## config.mk

```make
export PLATFORM = sky130hd
export DESIGN_NAME = frame_tx
export DESIGN_NICKNAME = d
export VERILOG_FILES = /design/src/rtl/frame_tx_pkg.sv /design/src/rtl/frame_tx_baud_tick.sv /design/src/rtl/frame_tx.sv
export SDC_FILE = /design/constraint.sdc
export NUM_CORES = 1
export LEC_CHECK = 0
export CELL_PAD_IN_SITES_DETAIL_PLACEMENT = 1
export CELL_PAD_IN_SITES_GLOBAL_PLACEMENT = 2
export CORE_ASPECT_RATIO = 0.8
export CORE_MARGIN = 2
export CORE_UTILIZATION = 36
export DETAILED_ROUTE_END_ITERATION = 6
export GPL_TIMING_DRIVEN = 0
export PLACE_DENSITY = 0.77
export SETUP_SLACK_MARGIN = 0.1
export SYNTH_ARGS = -nofsm -noshare
export SYNTH_HDL_FRONTEND = slang
export SYNTH_SLANG_ARGS = --single-unit
```

## constraint.sdc

```tcl
create_clock -name clk -period 3.35 [get_ports clk]
set_clock_uncertainty 0.2 [all_clocks]
set_input_delay 0.5025 -clock clk [delete_from_list [all_inputs] [get_ports clk]]
set_output_delay 0.5025 -clock clk [all_outputs]
set_load 0.01 [all_outputs]
```

## src/rtl/frame_tx_pkg.sv

```systemverilog
//------------------------------------------------------------------------------
// Module   : frame_tx_pkg
// Purpose  : Shared constants, FSM state encoding and parity helper for frame_tx.
// Revision : 1.0 - initial release
//------------------------------------------------------------------------------
`default_nettype none

package frame_tx_pkg;

    localparam int FRAME_W              = 9;
    localparam int DEFAULT_CLKS_PER_BIT = 10416;

    typedef enum logic [2:0] {
        ST_IDLE   = 3'd0,
        ST_START  = 3'd1,
        ST_DATA   = 3'd2,
        ST_PARITY = 3'd3,
        ST_STOP   = 3'd4
    } state_t;

    function automatic logic frame_parity(input logic [FRAME_W-1:0] f, input logic odd);
        return (^f) ^ odd;
    endfunction

endpackage

`default_nettype wire

```

## src/rtl/frame_tx_baud_tick.sv

```systemverilog
//------------------------------------------------------------------------------
// Module   : baud_tick
// Purpose  : Free-running bit-period counter with a one-cycle terminal tick.
// Revision : 1.0 - initial release
//------------------------------------------------------------------------------
`default_nettype none

module baud_tick #(
    parameter int CLKS_PER_BIT = 10416
) (
    input  logic clk,
    input  logic rst,
    input  logic i_clear,
    output logic o_tick
);

    localparam int                CNT_W  = (CLKS_PER_BIT > 1) ? $clog2(CLKS_PER_BIT) : 1;
    localparam logic [CNT_W-1:0]  c_last = CNT_W'(CLKS_PER_BIT - 1);

    logic [CNT_W-1:0] r_cnt;

    // Wrapping at terminal count means every new bit starts from zero.
    always_ff @(posedge clk or posedge rst) begin
        if (rst) begin
            r_cnt <= '0;
        end else if (i_clear || (r_cnt == c_last)) begin
            r_cnt <= '0;
        end else begin
            r_cnt <= r_cnt + CNT_W'(1);
        end
    end

    assign o_tick = (r_cnt == c_last) && !i_clear;

endmodule

`default_nettype wire

```

## src/rtl/frame_tx.sv

```systemverilog
//------------------------------------------------------------------------------
// Module   : frame_tx
// Purpose  : UART-style serialiser for 9-bit frames with send/send_ready handshake.
// Revision : 1.0 - initial release
//------------------------------------------------------------------------------
`default_nettype none

module frame_tx
    import frame_tx_pkg::*;
#(
    parameter int CLKS_PER_BIT = DEFAULT_CLKS_PER_BIT,
    parameter int DATA_BITS    = FRAME_W,
    parameter int PARITY_EN    = 0,
    parameter int PARITY_ODD   = 0,
    parameter int STOP_BITS    = 1
) (
    input  logic               clk,
    input  logic               rst,
    input  logic [FRAME_W-1:0] frame,
    input  logic               send,
    output logic               send_ready,
    output logic               tx,
    output logic               tx_done
);

    localparam int               BIT_W        = $clog2(DATA_BITS + 1);
    localparam logic [BIT_W-1:0] c_last_bit   = BIT_W'(DATA_BITS - 1);
    localparam logic             c_last_stop  = (STOP_BITS > 1);
    localparam logic             c_parity_en  = (PARITY_EN != 0);
    localparam logic             c_parity_odd = (PARITY_ODD != 0);

    state_t             r_state,      w_state_next;
    logic [FRAME_W-1:0] r_shift,      w_shift_next;
    logic [BIT_W-1:0]   r_bit_idx,    w_bit_idx_next;
    logic               r_stop_cnt,   w_stop_cnt_next;
    logic               r_parity,     w_parity_next;
    logic               r_tx,         w_tx_next;
    logic               r_send_ready, w_send_ready_next;
    logic               r_tx_done,    w_tx_done_next;
    logic               w_tick;
    logic               w_baud_clear;

    assign w_baud_clear = (r_state == ST_IDLE);

    baud_tick #(
        .CLKS_PER_BIT (CLKS_PER_BIT)
    ) u_baud_tick (
        .clk     (clk),
        .rst     (rst),
        .i_clear (w_baud_clear),
        .o_tick  (w_tick)
    );

    always_ff @(posedge clk or posedge rst) begin
        if (rst) begin
            r_state      <= ST_IDLE;
            r_shift      <= '0;
            r_bit_idx    <= '0;
            r_stop_cnt   <= 1'b0;
            r_parity     <= 1'b0;
            r_tx         <= 1'b1;
            r_send_ready <= 1'b0;
            r_tx_done    <= 1'b0;
        end else begin
            r_state      <= w_state_next;
            r_shift      <= w_shift_next;
            r_bit_idx    <= w_bit_idx_next;
            r_stop_cnt   <= w_stop_cnt_next;
            r_parity     <= w_parity_next;
            r_tx         <= w_tx_next;
            r_send_ready <= w_send_ready_next;
            r_tx_done    <= w_tx_done_next;
        end
    end

    // Outputs are registered, so tx is computed for the state being entered.
    always_comb begin
        w_state_next      = r_state;
        w_shift_next      = r_shift;
        w_bit_idx_next    = r_bit_idx;
        w_stop_cnt_next   = r_stop_cnt;
        w_parity_next     = r_parity;
        w_tx_next         = r_tx;
        w_send_ready_next = r_send_ready;
        w_tx_done_next    = 1'b0;

        case (r_state)
            ST_IDLE: begin
                w_tx_next         = 1'b1;
                w_send_ready_next = 1'b1;
                if (r_send_ready && send) begin
                    w_state_next      = ST_START;
                    w_shift_next      = frame;
                    w_parity_next     = frame_parity(frame, c_parity_odd);
                    w_bit_idx_next    = '0;
                    w_stop_cnt_next   = 1'b0;
                    w_tx_next         = 1'b0;
                    w_send_ready_next = 1'b0;
                end
            end
            ST_START: begin
                if (w_tick) begin
                    w_state_next = ST_DATA;
                    w_tx_next    = r_shift[0];
                end
            end
            ST_DATA: begin
                if (w_tick) begin
                    if (r_bit_idx == c_last_bit) begin
                        if (c_parity_en) begin
                            w_state_next = ST_PARITY;
                            w_tx_next    = r_parity;
                        end else begin
                            w_state_next = ST_STOP;
                            w_tx_next    = 1'b1;
                        end
                    end else begin
                        w_bit_idx_next = r_bit_idx + BIT_W'(1);
                        w_shift_next   = {1'b0, r_shift[FRAME_W-1:1]};
                        w_tx_next      = r_shift[1];
                    end
                end
            end
            ST_PARITY: begin
                if (w_tick) begin
                    w_state_next = ST_STOP;
                    w_tx_next    = 1'b1;
                end
            end
            ST_STOP: begin
                w_tx_next = 1'b1;
                if (w_tick) begin
                    if (r_stop_cnt == c_last_stop) begin
                        w_state_next      = ST_IDLE;
                        w_send_ready_next = 1'b1;
                        w_tx_done_next    = 1'b1;
                    end else begin
                        w_stop_cnt_next = 1'b1;
                    end
                end
            end
            default: begin
                w_state_next = ST_IDLE;
                w_tx_next    = 1'b1;
            end
        endcase
    end

    assign send_ready = r_send_ready;
    assign tx         = r_tx;
    assign tx_done    = r_tx_done;

endmodule

`default_nettype wire

```

==> results of run 1 <==
[final timing paths]
kind	from	end	slack, ps	depth (start not counted)
setup / recovery	u_baud_tick.r_cnt[9]	r_shift[0]	600	6
hold / removal	u_baud_tick.r_cnt[0]	u_baud_tick.r_cnt[0]	300	1
setup reg to reg	u_baud_tick.r_cnt[9]	r_shift[0]	600	6
hold reg to reg	u_baud_tick.r_cnt[0]	u_baud_tick.r_cnt[0]	300	1
max in group asynchronous	rst	tx_done	2040	2
min in group asynchronous	rst	r_shift[2]	450	2
[kinds of logic (layout without fill, tap and decap cells)]
group | count (synthesis) | count (layout)
AND/OR/NAND/NOR | 87 | 87
flip-flops | 33 | 33
AO/OA/AOI/OAI | 17 | 17
buffers and inverters | 17 | 38
XOR/XNOR | 12 | 12
multiplexers | 10 | 10
adder cells (fa/ha/maj) | 3 | 3
[cell type report]
cell class / instances / area [um^2]
Timing Repair Buffer: 14 / 140.1
Buffer: 6 / 32.53
Fill cell: 562 / 2569
Multi-Input combinational cell: 129 / 798.3
Tap cell: 60 / 75.07
Clock buffer: 7 / 86.33
Inverter: 11 / 41.29
Sequential cell: 33 / 827.0
[metrics by stage]
step                      hold slack (ps)  power, mW  worst slack [ps]  std cells  cell area [um^2]
after floorplan                     254.9     0.8160             773.8        179              1699
after global placement              274.4     0.9021             619.9        253              1914
after detailed placement            290.1     0.9261             606.3        253              1914
after CTS                           299.3      1.237             591.7        260              2001
after global routing                315.8      1.299             392.2        260              2001
final                               300.3      1.222             603.0        260              2001
[power breakdown]
part	leakage [nW]	switching (mW)	internal, mW
Clock	0.0443	0.143	0.163
Sequential	0.422	0.0887	0.514
Combinational	0.380	0.143	0.170
Total	0.847	0.375	0.847
[cell usage after synthesis]
library cell | count | area (um^2)
nor3b_1 | 1 | 7.510
dfstp_2 | 1 | 26.28
and3b_1 | 1 | 8.760
inv_1 | 11 | 41.29
o2111a_1 | 1 | 11.26
nand2b_1 | 1 | 6.260
mux2i_1 | 2 | 20.02
and2b_2 | 1 | 8.760
nor4_1 | 3 | 18.77
xnor2_1 | 10 | 87.58
o211ai_1 | 2 | 15.01
o21ai_0 | 8 | 40.04
buf_6 | 1 | 11.26
or3b_1 | 1 | 8.760
a21oi_1 | 2 | 10.01
nand3_1 | 11 | 55.05
nand2_1 | 33 | 123.9
or4_1 | 4 | 30.03
nor2_1 | 21 | 78.83
buf_2 | 2 | 10.01
or4bb_1 | 1 | 11.26
a31o_2 | 1 | 8.760
nand4_1 | 3 | 18.77
a2bb2oi_2 | 1 | 15.01
mux2_2 | 2 | 22.52
nor3_1 | 6 | 30.03
xor2_1 | 2 | 17.52
dfrtp_1 | 32 | 800.8
a211o_1 | 1 | 8.760
ha_1 | 3 | 37.54
clkbuf_1 | 3 | 11.26
a21o_1 | 1 | 7.510
mux2_4 | 6 | 90.09
[worst max-delay path: stages (launching register included)]
cell       delay, ps
dfrtp_1          460
or4_1            560
or4_1            500
buf_2            170
a2bb2oi_2        230
buf_6            200
mux2_4           310
[layer usage]
layer	wire length, um	share of wire (%)	up-vias
met4	23	0.60	0
met5	0	0	-
met2	1618	42	19
met3	123	3.2	4
li1	-	-	645
met1	2083	54	639
[sequential cells by signal (all words and copies together) (netlist names)]
signal / count
r_shift: 9
send_ready: 1
tx_done: 1
r_bit_idx: 4
u_baud_tick.r_cnt: 14
r_state: 3
tx: 1
==> flow_metrics.py, run 1 <==
metrics = {
    "status": {
        "status": "finished, final reports clean",
    },
    "layout": {
        "layout.nets": 215,
        "final_common_cell": "nand2_1",
        "layout_common_cells": "33 x nand2_1, 32 x dfrtp_1, 21 x nor2_1",
        "syn2layout_area_growth_pct": 17.75,
        "final_util_pct": 43.78,
        "drive_above_1_share_pct": 11.00,
        "antenna_cells": 0,
    },
    "grt": {
        "grt_pass1_wl_mm": 6.499,
        "grtUsageMet3_pct": 3.709,
        "top_usage_layer": "met1",
        "grt_util_met1_pct": 23.52,
        "grt_pass1_vias": 1357,
        "grt_overflow": 0,
        "grt_max_degree": 34,
        "grtUsageTotal_pct": 15.97,
        "antenna_found_initial": 0,
        "globalRouteMet2Util_pct": 23.24,
    },
    "sta": {
        "hold_violations": 0,
        "fmax_mhz": 364.0,
        "worstMarginPinSlew_ps": 1217,
        "setup_viol": 0,
        "drv_slew": 0,
        "max_slew_margin_pct": 18.12,
        "setup_tns_ps": 0,
        "rsz0062_at_grt": "false",
        "fin_crit_ps": 2747,
        "period_share_pct": 82.00,
    },
    "setup_path": {
        "startpoint_type": "register",
        "cp-end-kind": "register",
        "critical_path_class": "register to register",
        "crit_required_ps": 3320,
        "critPathMaxFanout": 10,
        "crit_arrival_ps": 2710,
    },
    "cts": {
        "post_cts_resized": 0,
        "htree_levels": 2,
        "cts-buffers-inserted": 5,
        "cts_setup_buffers": 0,
        "cts_root_buf": "clkbuf_8",
        "cts_hold_buf": 0,
        "clk_path_buf_depth": 2,
        "clk_latency_ps": 280,
        "clock_sinks": 33,
        "cts_tree": "done",
        "clk_pin_slew_ps": 70,
    },
    "power_and_ir_drop": {
        "leakage_nw": 0.8467,
        "powerDensity_nw_per_um2": 610.6,
        "ir_worst_vdd_mv": 0.2522,
    },
    "synthesis": {
        "synth.area.mux_share_pct": 7.806,
        "postSynthCellCount": 179,
        "yosysSeqAreaShare_pct": 48.67,
        "synth_cell_type_count": 33,
        "avgSynthCellArea_um2": 9.492,
        "ys_warn_count": 0,
        "synthAdderAreaFrac_pct": 2.209,
        "synth-compound-area-share_pct": 6.848,
        "synthXorXnorAreaFrac_pct": 6.186,
        "syn-cell-area_um2": 1699,
        "syn-num-nets": 194,
        "yosys.area_share.simple_pct": 23.93,
        "synth_top_family_by_area": "simple AND/OR/NAND/NOR gates",
        "synth-seq-cells": 33,
    },
    "run": {
        "drv_cap": 0,
    },
    "die": {
        "coreArea_um2": 4569,
        "fp.dieArea_um2": 5289,
        "die_h_um": 65.45,
        "pin_count": 15,
        "die_w_um": 80.81,
        "initial_core_util_pct": 37.19,
        "placementRows": 22,
    },
    "detailed_routing": {
        "vias_per_cell": 5.027,
        "drc": 0,
        "detail-route-antenna-nets": 0,
        "via_count": 1307,
        "drt_iter0_markers": 60,
        "wire_per_inst_um": 14.80,
        "dr.pass1.iters": 4,
        "wl_mm": 3.848,
    },
    "worst_hold_path": {
        "hp-class": "register to register",
    },
    "place": {
        "dp_hpwl_mm": 2.847,
        "io_buffers": 14,
        "gp_congestion": 0.8149,
    },
}
(Power assumes the default switching activity.)
==> run 2: changes to the inputs <==
Settings changed: CORE_UTILIZATION 36 to 32, PLACE_DENSITY 0.77 to 0.73.
Clock period 3.35 ns to 2.25 ns, I/O delays scaled along.
==> flow_metrics.py, run 2 (same netlist as run 1, synthesis figures left out) <==
metrics = {
    "layout": {
        "layout.nets": 231,
        "layoutNonFillerInstCount": 277,
        "top_register": "u_baud_tick.r_cnt",
        "antenna_cells": 0,
        "layout_common_cells": "33 x nand2_1, 32 x dfrtp_1, 20 x nor2_1",
        "fillCellCount": 588,
        "multi_input_area_um2": 862.1,
        "layout_top_registers": "u_baud_tick.r_cnt x14, r_shift x9, r_bit_idx x4",
        "seqCellArea_um2": 827.0,
        "syn2layout_area_growth_pct": 31.81,
        "final_util_pct": 44.22,
        "drive_above_1_share_pct": 21.86,
        "final_common_cell": "nand2_1",
        "finalInstanceArea_um2": 2240,
        "largest_register_ffs": 14,
    },
    "cts": {
        "cts_root_buf": "clkbuf_8",
        "cts-buffers-inserted": 5,
        "cts_tree": "done",
        "clk_pin_slew_ps": 70,
        "clk_path_buf_depth": 2,
        "clock_sinks": 33,
        "htree_levels": 2,
        "clk_latency_ps": 280,
    },
    "grt": {
        "grt_pass1_vias": 1541,
        "grt_max_degree": 34,
        "grt_overflow": 0,
        "antenna_found_initial": 0,
        "grtUsageTotal_pct": 16.76,
        "grt_pass1_wl_mm": 7.728,
    },
    "status": {
        "violations": "negative setup slack",
        "status": "finished with violations",
    },
    "power_and_ir_drop": {
        "ir_worst_vdd_mv": 0.3787,
        "power_mw": 1.888,
        "leakage_nw": 0.9624,
        "powerDensity_nw_per_um2": 843.2,
    },
    "die": {
        "fp.dieArea_um2": 5912,
        "coreArea_um2": 5065,
        "initial_core_util_pct": 33.55,
        "die_h_um": 69.18,
        "pin_count": 15,
        "placementRows": 23,
        "die_w_um": 85.47,
    },
    "setup_path": {
        "startpoint_type": "register",
        "critPathMaxFanout": 4,
        "crit_arrival_ps": 2580,
        "crit_chain": "or4_4 -> or4_4 -> buf_6 -> a2bb2oi_4 -> buf_4 -> buf_16 -> mux2_4",
        "crit_path_max_incr_delay_ps": 550,
        "critPathMostFrequentCell": "or4_4",
        "critPathSlowestCell": "or4_4",
        "crit_required_ps": 2220,
        "critical_path_class": "register to register",
        "cp-end-kind": "register",
        "reg2reg_slack_ps": -360,
    },
    "sta": {
        "fin_ws_ps": -358.6,
        "worstMarginPinSlew_ps": 832.9,
        "fmax_mhz": 383.4,
        "whs_ps": 285.6,
        "setup_viol": 31,
        "max_slew_margin_pct": 44.01,
        "fin_crit_ps": 2609,
        "hold_violations": 0,
        "setup_tns_ps": -5799,
        "period_share_pct": 115.9,
        "rsz0062_at_grt": "true",
        "drv_slew": 0,
    },
    "detailed_routing": {
        "drt_iter0_markers": 35,
        "vias_per_cell": 5.061,
        "wire_per_inst_um": 16.10,
        "dr.pass1.iters": 4,
        "wl_mm": 4.460,
        "detail-route-antenna-nets": 0,
        "drc": 0,
        "via_count": 1402,
    },
    "run": {
        "drv_cap": 0,
    },
    "worst_hold_path": {
        "hp-class": "register to register",
    },
    "place": {
        "gp_congestion": 0.7592,
        "dp_hpwl_mm": 2.961,
        "placed_cells": 255,
        "pre_cts_ws_ps": -453.4,
        "placed_area_um2": 1941,
        "io_buffers": 14,
    },
}
-- run 2: changes by cell type in the layout (fill, tap and decap cells not counted), moves of 2 or more --
cell,delta
buf_4,+12
or4_1,-4
or4_4,+4
buf_12,+2
buf_2,-2
buf_6,+2
mux2_2,-2
mux2_4,+2
o21ai_0,-2
-- run 2: timing repair --
action / CTS / global route
cloned: 2 / 0
pin swaps: 3 / 2
resized for setup: 12 / 7
setup endpoints to repair: 32 / 33
endpoints found under the hold margin: 0 / 0
hold buffers: 0 / 0
setup buffers: 13 / 1
-- run 2: final cells by class --
class,instances,area share (%)
Tap cell,62,3.464
Sequential cell,33,36.93
Inverter,11,1.844
Timing Repair Buffer,30,13.80
Multi-Input combinational cell,129,38.49
Clock inverter,1,0.2235
Clock buffer,5,3.073
Buffer,6,2.179
-- run 2: worst paths after layout --
path                                 startpoint                   end  depth (start not counted)
max in group asynchronous                   rst  u_baud_tick.r_cnt[1]                          2
min                        u_baud_tick.r_cnt[0]  u_baud_tick.r_cnt[0]                          1
min in group asynchronous                   rst               tx_done                          2
max                        u_baud_tick.r_cnt[4]            r_shift[7]                          7
min reg2reg                u_baud_tick.r_cnt[0]  u_baud_tick.r_cnt[0]                          1
max reg2reg                u_baud_tick.r_cnt[4]            r_shift[7]                          7
-- run 2: worst max-delay path: cells and delay by family, from the launching register on --
kind	cells	cell delay, ps
compound gates	1	160
mux	1	280
simple gates	2	1080
flops	1	380
buf+inv	3	390
-- run 2: per-layer routing --
layer | up-vias | track usage, % | part of all wire [%]
met5 | - | 0 | 0
met1 | 694 | 22.60 | 46
met3 | 5 | 3.690 | 3.6
met2 | 23 | 26.65 | 49
met4 | 0 | 5.644 | 1.2
li1 | 680 | - | -
-- run 2: power by group --
group	switching [mW]	total, mW	internal [mW]
Combinational	0.243	0.578	0.335
Sequential	0.128	0.894	0.766
Clock	0.213	0.416	0.204
==> run 3: changes to the inputs <==
Settings changed: SKIP_LAST_GASP set to 1.
==> flow_metrics.py, run 3 (same netlist as run 1, synthesis figures left out) <==
metrics = {
    "place": {
        "placed_area_um2": 1941,
        "gp_congestion": 0.7592,
        "placed_cells": 255,
        "io_buffers": 14,
        "dp_hpwl_mm": 2.961,
    },
    "cts": {
        "clk_pin_slew_ps": 70,
        "cts-buffers-inserted": 5,
        "clk_latency_ps": 280,
        "cts_tree": "done",
        "clk_path_buf_depth": 2,
        "cts_root_buf": "clkbuf_8",
        "clock_sinks": 33,
        "htree_levels": 2,
    },
    "setup_path": {
        "critPathMaxFanout": 4,
        "critical_path_class": "register to register",
        "cp-end-kind": "register",
        "critPathMostFrequentCell": "or4_4",
        "reg2reg_slack_ps": -360,
        "crit-reg2reg-launch": "u_baud_tick.r_cnt[4]",
        "crit_chain": "or4_4 -> or4_4 -> buf_6 -> a2bb2oi_4 -> buf_4 -> buf_16 -> mux2_4",
        "r2r_cells": 7,
        "crit_path_max_incr_delay_ps": 550,
        "crit_required_ps": 2220,
        "startpoint_type": "register",
        "crit_arrival_ps": 2580,
        "r2r_end": "r_shift[7]",
        "critPathSlowestCell": "or4_4",
    },
    "layout": {
        "finalInstanceArea_um2": 2211,
        "largest_register_ffs": 14,
        "layout_common_cells": "33 x nand2_1, 32 x dfrtp_1, 20 x nor2_1",
        "syn2layout_area_growth_pct": 30.12,
        "drive_above_1_share_pct": 21.50,
        "layout_top_registers": "u_baud_tick.r_cnt x14, r_shift x9, r_bit_idx x4",
        "layout.nets": 230,
        "final_util_pct": 43.65,
        "seqCellArea_um2": 827.0,
        "antenna_cells": 0,
        "fillCellCount": 594,
        "layoutNonFillerInstCount": 276,
        "final_common_cell": "nand2_1",
        "multi_input_area_um2": 857.1,
        "top_register": "u_baud_tick.r_cnt",
    },
    "worst_hold_path": {
        "hold_depth": 1,
        "hp-class": "register to register",
        "min_to": "u_baud_tick.r_cnt[0]",
        "min_from": "u_baud_tick.r_cnt[0]",
    },
    "status": {
        "status": "finished with violations",
        "violations": "negative setup slack",
    },
    "detailed_routing": {
        "via_count": 1406,
        "vias_per_cell": 5.094,
        "wire_per_inst_um": 16.09,
        "drc": 0,
        "dr.pass1.iters": 4,
        "drt_iter0_markers": 27,
        "detail-route-antenna-nets": 0,
        "wl_mm": 4.442,
    },
    "grt": {
        "grt_overflow": 0,
        "grt_pass1_vias": 1538,
        "grtUsageTotal_pct": 16.68,
        "grt_pass1_wl_mm": 7.693,
        "grt_max_degree": 34,
        "antenna_found_initial": 0,
    },
    "power_and_ir_drop": {
        "ir_worst_vdd_mv": 0.3787,
        "leakage_nw": 0.9506,
        "p_switching_uw": 581.3,
        "clock_power_share_pct": 22.3,
        "powerDensity_nw_per_um2": 844.8,
        "power_frac_comb_pct": 29.8,
        "seq_power_share_pct": 47.9,
        "intPower_mw": 1.286,
        "sw_frac_of_total_pct": 31.12,
    },
    "die": {
        "coreArea_um2": 5065,
        "placementRows": 23,
        "pin_count": 15,
        "initial_core_util_pct": 33.55,
        "die_w_um": 85.47,
        "fp.dieArea_um2": 5912,
        "die_h_um": 69.18,
    },
    "sta": {
        "period_share_pct": 116.0,
        "fin_ws_ps": -360.4,
        "worstMarginPinSlew_ps": 841.1,
        "fin_crit_ps": 2610,
        "drv_slew": 0,
        "setup_viol": 32,
        "rsz0062_at_grt": "true",
        "hold_violations": 0,
        "max_slew_margin_pct": 43.46,
        "fmax_mhz": 383.1,
        "whs_ps": 287.0,
    },
    "run": {
        "drv_cap": 0,
    },
}
run 3: final cells by class:
| class | instances | area share (%) |
|---|---|---|
| plain buffers | 6 | 2.207 |
| multi-input cells | 129 | 38.77 |
| inverters | 11 | 1.868 |
| clock buffers | 5 | 3.113 |
| flip-flops and latches | 33 | 37.41 |
| clock inverters | 1 | 0.2264 |
| well taps | 62 | 3.509 |
| repair buffers | 29 | 12.90 |
run 3: power groups by stage:
stage,logic [mW],clock network [mW],registers (mW)
6_report,0.556,0.417,0.895
5_1_grt,0.630,0.455,0.918
4_1_cts,0.562,0.434,0.896
3_5_place_dp,0.479,0,0.911
3_3_place_gp,0.457,0,0.895
2_1_floorplan,0.345,0,0.878
run 3: how the worst max path moves through the flow:
stage          cells after the start           end  slack, ps                  start
2_1_floorplan                      6    r_shift[0]       -230  u_baud_tick.r_cnt[10]
3_3_place_gp                       6    r_shift[6]       -380  u_baud_tick.r_cnt[10]
3_5_place_dp                       4  r_bit_idx[2]       -450   u_baud_tick.r_cnt[4]
4_1_cts                            7    r_shift[6]       -360   u_baud_tick.r_cnt[4]
5_1_grt                            7    r_shift[5]       -420   u_baud_tick.r_cnt[4]
6_report                           7    r_shift[7]       -360   u_baud_tick.r_cnt[4]
run 3: what timing repair did:
item	4_1_cts	5_1_grt
pin swaps	3	2
setup endpoints to repair	32	33
hold buffers	0	0
gates cloned	2	0
gates resized for setup	11	6
setup buffers	13	0
run 3: critical path, delay by kind of cell, from the launching register on:
| kind | cells | cell delay [ps] |
|---|---|---|
| simple gates | 2 | 1080 |
| buf+inv | 3 | 390 |
| flops | 1 | 380 |
| mux | 1 | 280 |
| compound gates | 1 | 160 |
run 3: metal layers:
| metal | GRT usage, % | vias up | wire (um) |
|---|---|---|---|
| met3 | 3.690 | 5 | 136 |
| met1 | 22.60 | 705 | 2072 |
| met2 | 26.39 | 19 | 2178 |
| met4 | 5.644 | 0 | 53 |
| met5 | 0 | - | 0 |
| li1 | - | 677 | - |
run 3: stage by stage:
stage | total power [mW] | TNS (ps) | worst slack, ps
global placement | 1.352 | -5880 | -379.9
CTS | 1.892 | -5656 | -360.3
finish | 1.868 | -6259 | -360.4
global route | 2.003 | -8309 | -418.1
floorplan | 1.223 | -1852 | -229.5
detailed placement | 1.391 | -7190 | -453.4
